File: src/rtl/conv1x1_feeder_if.sv
// Signal bundle for conv1x1_feeder: kernel write port, pixel stream and pair outputs.
interface conv1x1_feeder_if #(
  parameter int DATA_WIDTH = 32,
  parameter int WADDR_W    = 5,
  parameter int OC_W       = 3
);
  logic                  w_we;
  logic [WADDR_W-1:0]    w_addr;
  logic [DATA_WIDTH-1:0] w_data;
  logic                  w_drop;
  logic [DATA_WIDTH-1:0] s_data;
  logic                  s_valid;
  logic                  s_ready;
  logic [DATA_WIDTH-1:0] Data_Out;
  logic [DATA_WIDTH-1:0] Kernel_Out;
  logic                  Valid_Out;
  logic                  Last_Out;
  logic [OC_W-1:0]       Oc_Out;
  logic                  busy;

  modport slave (
    input  w_we, w_addr, w_data, s_data, s_valid,
    output w_drop, s_ready, Data_Out, Kernel_Out, Valid_Out, Last_Out, Oc_Out, busy
  );

  modport master (
    output w_we, w_addr, w_data, s_data, s_valid,
    input  w_drop, s_ready, Data_Out, Kernel_Out, Valid_Out, Last_Out, Oc_Out, busy
  );
endinterface

File: src/rtl/conv1x1_feeder.sv
// 1x1 convolution feeder: collects one pixel, then emits C_OUT*C_IN (data, kernel) pairs.
// Optional macro CONV1X1_FEEDER_PINGPONG_EN adds a second pixel buffer so filling overlaps streaming.
module conv1x1_feeder #(
  parameter int DATA_WIDTH = 32,
  parameter int C_IN       = 4,
  parameter int C_OUT      = 8,
  parameter int WADDR_W    = (C_IN * C_OUT > 1) ? $clog2(C_IN * C_OUT) : 1
) (
  input logic             clk,
  input logic             rst,
  conv1x1_feeder_if.slave bus
);
  localparam int NK      = C_IN * C_OUT;
  localparam int KADDR_W = (NK > 1) ? $clog2(NK) : 1;
  localparam int CIN_W   = (C_IN > 1) ? $clog2(C_IN) : 1;
  localparam int OC_W    = (C_OUT > 1) ? $clog2(C_OUT) : 1;
  localparam logic [31:0]      NK_U    = 32'(NK);
  localparam logic [CIN_W-1:0] IC_LAST = CIN_W'(C_IN - 1);
  localparam logic [OC_W-1:0]  OC_LAST = OC_W'(C_OUT - 1);
`ifdef CONV1X1_FEEDER_PINGPONG_EN
  localparam int   NBUF = 2;
  localparam logic PP   = 1'b1;
`else
  localparam int   NBUF = 1;
  localparam logic PP   = 1'b0;
`endif

  typedef enum logic [0:0] {ST_LOAD = 1'b0, ST_STREAM = 1'b1} state_e;

  state_e                state_q, state_d;
  logic [CIN_W-1:0]      ic_in_q, ic_in_d, ic_q, ic_d;
  logic [OC_W-1:0]       oc_q, oc_d;
  logic [NBUF-1:0]       full_q, full_d;
  logic                  fill_sel_q, fill_sel_d, rd_sel_q, rd_sel_d;
  logic                  s_ready_q, s_ready_d, busy_q, busy_d, w_drop_q, w_drop_d;
  logic                  valid_q, valid_d, last_q, last_d;
  logic [DATA_WIDTH-1:0] data_q, data_d, kern_q, kern_d;
  logic [OC_W-1:0]       oc_out_q, oc_out_d;

  logic [DATA_WIDTH-1:0] pix_q   [NBUF][C_IN];
  logic [DATA_WIDTH-1:0] kbank_q [NK];

  logic               hs_s, last_in_s, last_ic_s, last_pair_s, other_sel_s, w_oor_s, k_we_s;
  logic [KADDR_W-1:0] k_rd_idx_s, k_wr_idx_s;

  // Handshake, pair-position and kernel-write decode
  always_comb begin
    hs_s        = bus.s_valid && s_ready_q;
    last_in_s   = hs_s && (ic_in_q == IC_LAST);
    last_ic_s   = (ic_q == IC_LAST);
    last_pair_s = (state_q == ST_STREAM) && last_ic_s && (oc_q == OC_LAST);
    other_sel_s = rd_sel_q ^ PP;
    w_oor_s     = (32'(bus.w_addr) >= NK_U);
    k_we_s      = bus.w_we && !w_oor_s && (state_q == ST_LOAD);
    k_wr_idx_s  = KADDR_W'(bus.w_addr);
    k_rd_idx_s  = KADDR_W'(32'(oc_q) * 32'(C_IN) + 32'(ic_q));
  end

  // Next-state, counters, buffer ownership and registered-output values
  always_comb begin
    state_d    = state_q;
    ic_in_d    = ic_in_q;
    ic_d       = ic_q;
    oc_d       = oc_q;
    full_d     = full_q;
    fill_sel_d = fill_sel_q;
    rd_sel_d   = rd_sel_q;

    if (hs_s) begin
      if (last_in_s) begin
        ic_in_d            = '0;
        full_d[fill_sel_q] = 1'b1;
        fill_sel_d         = fill_sel_q ^ PP;
      end else begin
        ic_in_d = ic_in_q + CIN_W'(1);
      end
    end else begin
      ic_in_d = ic_in_q;
    end

    case (state_q)
      ST_LOAD: begin
        if (last_in_s) begin
          state_d  = ST_STREAM;
          rd_sel_d = fill_sel_q;
          ic_d     = '0;
          oc_d     = '0;
        end else begin
          state_d = ST_LOAD;
        end
      end
      ST_STREAM: begin
        if (last_ic_s) begin
          ic_d = '0;
          oc_d = oc_q + OC_W'(1);
        end else begin
          ic_d = ic_q + CIN_W'(1);
        end
        if (last_pair_s) begin
          full_d[rd_sel_q] = 1'b0;
          oc_d             = '0;
          // A completed second buffer chains straight into the next stream
          if (PP && (full_q[other_sel_s] || last_in_s)) begin
            state_d  = ST_STREAM;
            rd_sel_d = other_sel_s;
          end else begin
            state_d = ST_LOAD;
          end
        end else begin
          state_d = ST_STREAM;
        end
      end
      default: begin
        state_d = ST_LOAD;
      end
    endcase

    valid_d = (state_q == ST_STREAM);
    if (valid_d) begin
      data_d   = pix_q[rd_sel_q][ic_q];
      kern_d   = kbank_q[k_rd_idx_s];
      last_d   = last_ic_s;
      oc_out_d = oc_q;
    end else begin
      data_d   = '0;
      kern_d   = '0;
      last_d   = 1'b0;
      oc_out_d = '0;
    end
    busy_d    = (state_d == ST_STREAM);
    s_ready_d = !full_d[fill_sel_d];
    w_drop_d  = bus.w_we && (w_oor_s || (state_q == ST_STREAM));
  end

  // Control state and registered outputs
  always_ff @(posedge clk or negedge rst) begin
    if (!rst) begin
      state_q    <= ST_LOAD;
      ic_in_q    <= '0;
      ic_q       <= '0;
      oc_q       <= '0;
      full_q     <= '0;
      fill_sel_q <= 1'b0;
      rd_sel_q   <= 1'b0;
      s_ready_q  <= 1'b1;
      busy_q     <= 1'b0;
      w_drop_q   <= 1'b0;
      valid_q    <= 1'b0;
      last_q     <= 1'b0;
      data_q     <= '0;
      kern_q     <= '0;
      oc_out_q   <= '0;
    end else begin
      state_q    <= state_d;
      ic_in_q    <= ic_in_d;
      ic_q       <= ic_d;
      oc_q       <= oc_d;
      full_q     <= full_d;
      fill_sel_q <= fill_sel_d;
      rd_sel_q   <= rd_sel_d;
      s_ready_q  <= s_ready_d;
      busy_q     <= busy_d;
      w_drop_q   <= w_drop_d;
      valid_q    <= valid_d;
      last_q     <= last_d;
      data_q     <= data_d;
      kern_q     <= kern_d;
      oc_out_q   <= oc_out_d;
    end
  end

  // Pixel and kernel storage; the kernel bank deliberately survives reset
  always_ff @(posedge clk) begin
    if (hs_s) begin
      pix_q[fill_sel_q][ic_in_q] <= bus.s_data;
    end
    if (k_we_s) begin
      kbank_q[k_wr_idx_s] <= bus.w_data;
    end
  end

  assign bus.s_ready    = s_ready_q;
  assign bus.busy       = busy_q;
  assign bus.w_drop     = w_drop_q;
  assign bus.Valid_Out  = valid_q;
  assign bus.Last_Out   = last_q;
  assign bus.Data_Out   = data_q;
  assign bus.Kernel_Out = kern_q;
  assign bus.Oc_Out     = oc_out_q;
endmodule

File: src/flat_wrapper.sv
// flat-port wrapper written by rule: the top's interface ports become plain ports
module conv1x1_feeder_flat 
#(
  parameter int DATA_WIDTH = 32,
  parameter int C_IN       = 4,
  parameter int C_OUT      = 8,
  parameter int WADDR_W    = (C_IN * C_OUT > 1) ? $clog2(C_IN * C_OUT) : 1
)
  (clk, rst, bus_w_we, bus_w_addr, bus_w_data, bus_s_data, bus_s_valid, bus_w_drop, bus_s_ready, bus_Data_Out, bus_Kernel_Out, bus_Valid_Out, bus_Last_Out, bus_Oc_Out, bus_busy);
  conv1x1_feeder_if #(.DATA_WIDTH(DATA_WIDTH), .WADDR_W(WADDR_W), .OC_W((3))) bus_i ();
  input logic clk;
  input logic rst;
  input wire logic [$bits(bus_i.w_we)-1:0] bus_w_we;
  input wire logic [$bits(bus_i.w_addr)-1:0] bus_w_addr;
  input wire logic [$bits(bus_i.w_data)-1:0] bus_w_data;
  input wire logic [$bits(bus_i.s_data)-1:0] bus_s_data;
  input wire logic [$bits(bus_i.s_valid)-1:0] bus_s_valid;
  output wire logic [$bits(bus_i.w_drop)-1:0] bus_w_drop;
  output wire logic [$bits(bus_i.s_ready)-1:0] bus_s_ready;
  output wire logic [$bits(bus_i.Data_Out)-1:0] bus_Data_Out;
  output wire logic [$bits(bus_i.Kernel_Out)-1:0] bus_Kernel_Out;
  output wire logic [$bits(bus_i.Valid_Out)-1:0] bus_Valid_Out;
  output wire logic [$bits(bus_i.Last_Out)-1:0] bus_Last_Out;
  output wire logic [$bits(bus_i.Oc_Out)-1:0] bus_Oc_Out;
  output wire logic [$bits(bus_i.busy)-1:0] bus_busy;
  assign bus_i.w_we = bus_w_we;
  assign bus_i.w_addr = bus_w_addr;
  assign bus_i.w_data = bus_w_data;
  assign bus_i.s_data = bus_s_data;
  assign bus_i.s_valid = bus_s_valid;
  assign bus_w_drop = bus_i.w_drop;
  assign bus_s_ready = bus_i.s_ready;
  assign bus_Data_Out = bus_i.Data_Out;
  assign bus_Kernel_Out = bus_i.Kernel_Out;
  assign bus_Valid_Out = bus_i.Valid_Out;
  assign bus_Last_Out = bus_i.Last_Out;
  assign bus_Oc_Out = bus_i.Oc_Out;
  assign bus_busy = bus_i.busy;
  conv1x1_feeder #(.DATA_WIDTH(DATA_WIDTH), .C_IN(C_IN), .C_OUT(C_OUT), .WADDR_W(WADDR_W)) u_core (.clk(clk), .rst(rst), .bus(bus_i));
endmodule
File: config.mk
export PLATFORM = sky130hd
export DESIGN_NAME = conv1x1_feeder_flat
export DESIGN_NICKNAME = d
export VERILOG_FILES = /design/src/rtl/conv1x1_feeder_if.sv /design/src/rtl/conv1x1_feeder.sv /design/src/flat_wrapper.sv
export SDC_FILE = /design/constraint.sdc
export NUM_CORES = 1
export LEC_CHECK = 0
export CAP_MARGIN = 20
export CORE_MARGIN = 1.5
export CORE_UTILIZATION = 40
export CTS_CLUSTER_DIAMETER = 100
export DETAILED_ROUTE_END_ITERATION = 8
export GPL_ROUTABILITY_DRIVEN = 0
export PLACE_DENSITY = 0.58
export SYNTH_ARGS = -nofsm -noshare
export SYNTH_HDL_FRONTEND = slang
export SYNTH_SLANG_ARGS = --single-unit
File: constraint.sdc
create_clock -name clk -period 4.6 [get_ports clk]
set_clock_uncertainty 0.2 [all_clocks]
set_input_delay 1.15 -clock clk [delete_from_list [all_inputs] [get_ports clk]]
set_output_delay 1.15 -clock clk [all_outputs]
set_load 0.005 [all_outputs]
# ---- Yosys cells after proc, flatten, opt, wreduce, memory -nomap -nowiden
# Memories as Yosys holds them, arrays and structs flattened.
# Cells that the tools add are included.
dict set report totals {
  reg_bits 80
  latchBits 0
  ramBits 1152
  mem_bits_ro 0
  output_inout_bits 72
  word_cells 66
  mem_count 2
}
dict set report op_classes {
  addsub 4
  mul 0
  n_div 0
  n_lt_le_gt_ge 3
  eq_ne 5
  shift 0
  mux 28
  bitwise 3
  n_reduce_logical 9
}
# name words width read_ports rd_clocked_by_memory_dff write_ports line_no
set memory_table {}
lappend memory_table {u_core.kbank_q 32 32 1 0 1 conv1x1_feeder.sv:41} ;# logic [DATA_WIDTH-1:0] kbank_q [NK];
lappend memory_table {u_core.pix_q 1 128 1 0 1 conv1x1_feeder.sv:40} ;# logic [DATA_WIDTH-1:0] pix_q [NBUF][C_IN];
# operator n
set op_table {}
lappend op_table {{2-to-1 mux 32 bit} 5}
lappend op_table {{2-to-1 mux 128 bit} 1}
lappend op_table {{binary-select mux 32 bit (select 2 bit)} 1}
lappend op_table {{demux 32 bit (select 2 bit)} 1}
lappend op_table {{2-to-1 mux 3 bit} 4}
lappend op_table {{2-to-1 mux 1 bit} 10}
lappend op_table {{logical AND 1 bit} 7}
lappend op_table {{greater-or-equal comparator 3 bit (second input constant)} 2}
lappend op_table {{2-to-1 mux 2 bit} 3}
lappend op_table {{NOT 2 -> 3 bit} 2}
lappend op_table {{case mux 3 bit (2 select lines)} 1}
lappend op_table {{adder 5 x 2 -> 5 bit} 1}
lappend op_table {{adder 2 x 1 -> 2 bit (second input constant)} 2}
lappend op_table {{== test 2 bit (second input constant)} 2}
lappend op_table {{case mux 2 bit (2 select lines)} 1}
lappend op_table {{adder 3 x 1 -> 3 bit (second input constant)} 1}
lappend op_table {{== test 3 bit (second input constant)} 1}
lappend op_table {{less-than comparator 3 x 1 -> 1 bit (second input constant)} 1}
lappend op_table {{inequality test 3 bit (second input constant)} 1}
lappend op_table {{inequality test 2 x 1 -> 1 bit (second input constant)} 1}
lappend op_table {{case mux 1 bit (2 select lines)} 1}
lappend op_table {{AND reduction 2 bit} 1}
lappend op_table {{logical NOT 1 bit} 1}
lappend op_table {{NOT 1 bit} 1}

# ---- Logic depth before layout (Yosys ltp)
dict set report logic_depth {
  word_depth 7
  ltp_mapped 8
  ltp_nobuf 6
}

# ---- Worst setup path after synthesis
# No wires, ideal clock.
dict set report synth_timing {
  path_type {input to register}
  start {in bus_w_we}
  end {mem u_core.kbank_q[12][0], enable pin}
  arrival_ns 3.071
  t_required_ns 3.979
  slack_ns 0.908
  path_stages 4
  n_path_buf 1
  path_cell_list {nand2b_1 or3_1 clkbuf_1 nor2_1}
}
dict set report synth_via {
  elab_chain_len 3
}
# item line_no
set synth_rtl {}
lappend synth_rtl {{start, declared} flat_wrapper.sv:13} ;# input wire logic [$bits(bus_i.w_we)-1:0] bus_w_we;
lappend synth_rtl {{logical AND 1 bit} conv1x1_feeder.sv:54} ;# k_we_s = bus.w_we && !w_oor_s && (state_q == ST_LOAD);
lappend synth_rtl {{2-to-1 mux 1 bit} conv1x1_feeder.sv:177} ;# if (k_we_s) begin
lappend synth_rtl {{2-to-1 mux 1 bit (not written as such)} conv1x1_feeder.sv:178} ;# kbank_q[k_wr_idx_s] <= bus.w_data;
lappend synth_rtl {{end, declared} conv1x1_feeder.sv:41}
# Every way passes these cells.

==> flow_metrics.env <==
export IMPL_outcome="complete, no violations"
export IMPL_syn_cell_area_sq_um=46610
export IMPL_ys_ff_latch=1232
export IMPL_yosysUniqueCellTypes=48
export IMPL_async_flop_share=0.06494
export IMPL_cts_sinks=1232
export IMPL_cts_hold_buf=0
export IMPL_min_path_cells=1
export IMPL_io_pins=145
export IMPL_r2r_end="u_core.bus.Kernel_Out[30]"
export IMPL_crit_start="u_core.state_q"
export IMPL_r2r_cells=6
export IMPL_ys_flop_type="edfxtp_1"
export IMPL_die_area_sq_um=118600
export IMPL_core_area_sq_um=115900
export IMPL_power_leakage_uw=0.01793
export IMPL_start_util=0.4022
export IMPL_hpwl_um=68390
export IMPL_antenna_found_initial=7
export IMPL_drtIter0Drc=1871
export IMPL_critPathKind="reg2out"
export IMPL_synthesis_nets=2352
export IMPL_critical_path_required_ns=3.25
export IMPL_ctsHtreeMaxLevel=4
export IMPL_ir_worst_vdd_uv=418.7
export IMPL_power_density_nw_per_um2=573.7
export IMPL_syn_inst=2272
export IMPL_cap_violations=0
export IMPL_areaGrowthSynthToFinish_pct=17.48
export IMPL_grt_max_degree=74
export IMPL_crit_fanout=49
export IMPL_timing_rr_start="u_core.ic_q[1]"
export IMPL_timing_fmax_mhz=275.0
export IMPL_post_route_drc_count=0
export IMPL_numCtsBuffers=132
export IMPL_drive_above_1_share=0.1915
export IMPL_vias=22600
export IMPL_seq_area_frac_synth=0.7851
export IMPL_nets=2617
export IMPL_rsz0062_at_grt="false"
export IMPL_final_cells=4168
export IMPL_wl_um=108800
export IMPL_grt_overflow_total=0
export IMPL_wire_per_inst_um=26.10
export IMPL_gr_usage_all_layers=0.1839
export IMPL_max_stage_delay_ns=0.61
export IMPL_clock_path_buffers=3
export IMPL_hp_class="reg2reg"
export IMPL_clk_pin_slew_ns=0.06
export IMPL_tns_ns=0
export IMPL_yosys_top_cells_count="edfxtp_1 (1152), mux2i_1 (318), a22oi_1 (158)"
export IMPL_synthTopCellsByArea="edfxtp_1 (74%), mux2i_1 (6.8%), mux4_2 (6.2%), dfrtp_1 (4.2%), a22oi_1 (2.5%)"
export IMPL_path_cells="buf_4 > clkdlybuf4s50_1"
export IMPL_worst_ep_arrival_time_ns=2.29
export IMPL_slowest_stage="clkdlybuf4s50_1"
export IMPL_port_buffers=144
export IMPL_finalCritPeriodShare=0.7906
export IMPL_cts_setup_buffers=0
export IMPL_drtPass1Iterations=5
export IMPL_max_slew_margin=0.3477
export IMPL_synth_warnings=0
export IMPL_root_buffer="clkbuf_16"
export IMPL_routed_via_density=5.422
export IMPL_dp_cells=3926
export IMPL_cts_resized=0
export IMPL_num_rows=125
export IMPL_grt_pass1_wl_um=158100
export IMPL_synth_edf_count=1152
export IMPL_end_kind="output pin"
export IMPL_finalCriticalPeriod_ns=3.637
export IMPL_r2r_setup_slack_ns=1.19
export IMPL_ant_nets=0
export IMPL_slew_viol_final=0
export IMPL_grt_pass1_vias=23140
export IMPL_yosysTopAreaCellShare=0.7421
export IMPL_fp_dieW_um=344.4
export IMPL_cts_tree="done"
export IMPL_yosysMostFrequentCell="edfxtp_1"
export IMPL_syn_mean_instance_area_sq_um=20.52
export IMPL_critPathLaunchType="register"
export IMPL_yosys_area_top_type="edfxtp_1"
export IMPL_setup_viol=0
export IMPL_clock_latency_ns=0.73
export IMPL_dieHeight_um=344.4
export IMPL_worstMarginPinSlew_ns=0.9695
export IMPL_whs_ns=0.3021
export IMPL_hold_viol_final=0
-- layout make-up --
class	instances	area, sq um
fillers	9479	61130
flip-flops and latches	1232	36610
multi-input cells	907	9409
clock buffers	182	3740
repair buffers	259	2467
well taps	1524	1907
clock inverters	57	609.3
inverters	5	18.77
diodes	2	5.005
-- worst max-delay path by stage --
stage	to	slack [ns]	depth (start not counted)
global placement	u_core.kbank_q[12][16]	0.66	6
CTS	bus_busy	0.88	2
global route	bus_busy	0.85	2
detailed placement	u_core.kbank_q[12][7]	0.64	6
finish	bus_busy	0.96	2
floorplan	u_core.kbank_q[12][0]	0.91	4
-- metrics by stage --
stage               utilization  cell area (sq um)  setup slack (ns)  power (uW)
floorplan                     -              46610            0.9077       18250
global placement         0.4347              50380            0.6593       21110
detailed placement       0.4347              50380            0.6450       21170
CTS                      0.4723              54730            0.8823       31740
global route             0.4725              54760            0.8544       32660
finish                   0.4725              54760            0.9631       31420
-- layer usage --
| layer | GRT usage | wire length (um) |
|---|---|---|
| met1 | 0.2665 | 48430 |
| met2 | 0.2811 | 50160 |
| met3 | 0.04326 | 8302 |
| met4 | 0.04578 | 1872 |
| met5 | 0 | 0 |
-- worst max-delay path: cells and delay by family, from the launching register on --
kind	cells	cell delay (ns)
buf+inv	2	1.10
flops	1	0.46
-- cells by family (layout without fill, tap and decap cells) --
logic type | count (synthesis) | after routing | share of synthesized area
other cells | 0 | 2 | 0
fa+ha+maj | 7 | 7 | 0.001879
flops | 1232 | 1232 | 0.7851
mux | 449 | 449 | 0.1311
buf+inv | 133 | 503 | 0.01957
simple gates | 217 | 217 | 0.02757
compound gates | 234 | 234 | 0.03479
-- layout by cell type, fill, tap and decap left out, types with 18 or more instances in the layout --
cell             netlist  routed
a21oi_1               34      34
a22oi_1              158     158
and2_1                38      37
buf_4                 20      99
clkbuf_1              34      33
clkbuf_16              0     139
clkdlybuf4s50_1        0     132
clkinv_1               0      18
dfrtp_1               79      76
edfxtp_1            1152    1152
mux2i_1              318     318
mux4_2               129     129
nand4_1               31      31
nor2_1                66      34
nor2_4                 0      33
nor4_1                21      21
o22ai_1               33      33
-- state kept, by name, summed over array words and instances (netlist names), 2 cells and up, named ones only --
register,flops
u_core.pix_q,128
u_core.bus.Kernel_Out,32
u_core.ic_in_q,2
u_core.kbank_q,1024
u_core.bus.Oc_Out,3
u_core.oc_q,3
u_core.ic_q,2
u_core.bus.Data_Out,32
-- report_power, final --
group          internal (uW)  total (uW)  switching [uW]  leakage, uW
registers              12800       13300             490       0.0113
logic                   3430        7620            4190      0.00449
clock network           6270       10500            4260      0.00212
Note: power is estimated with default switching activity, not from simulation.
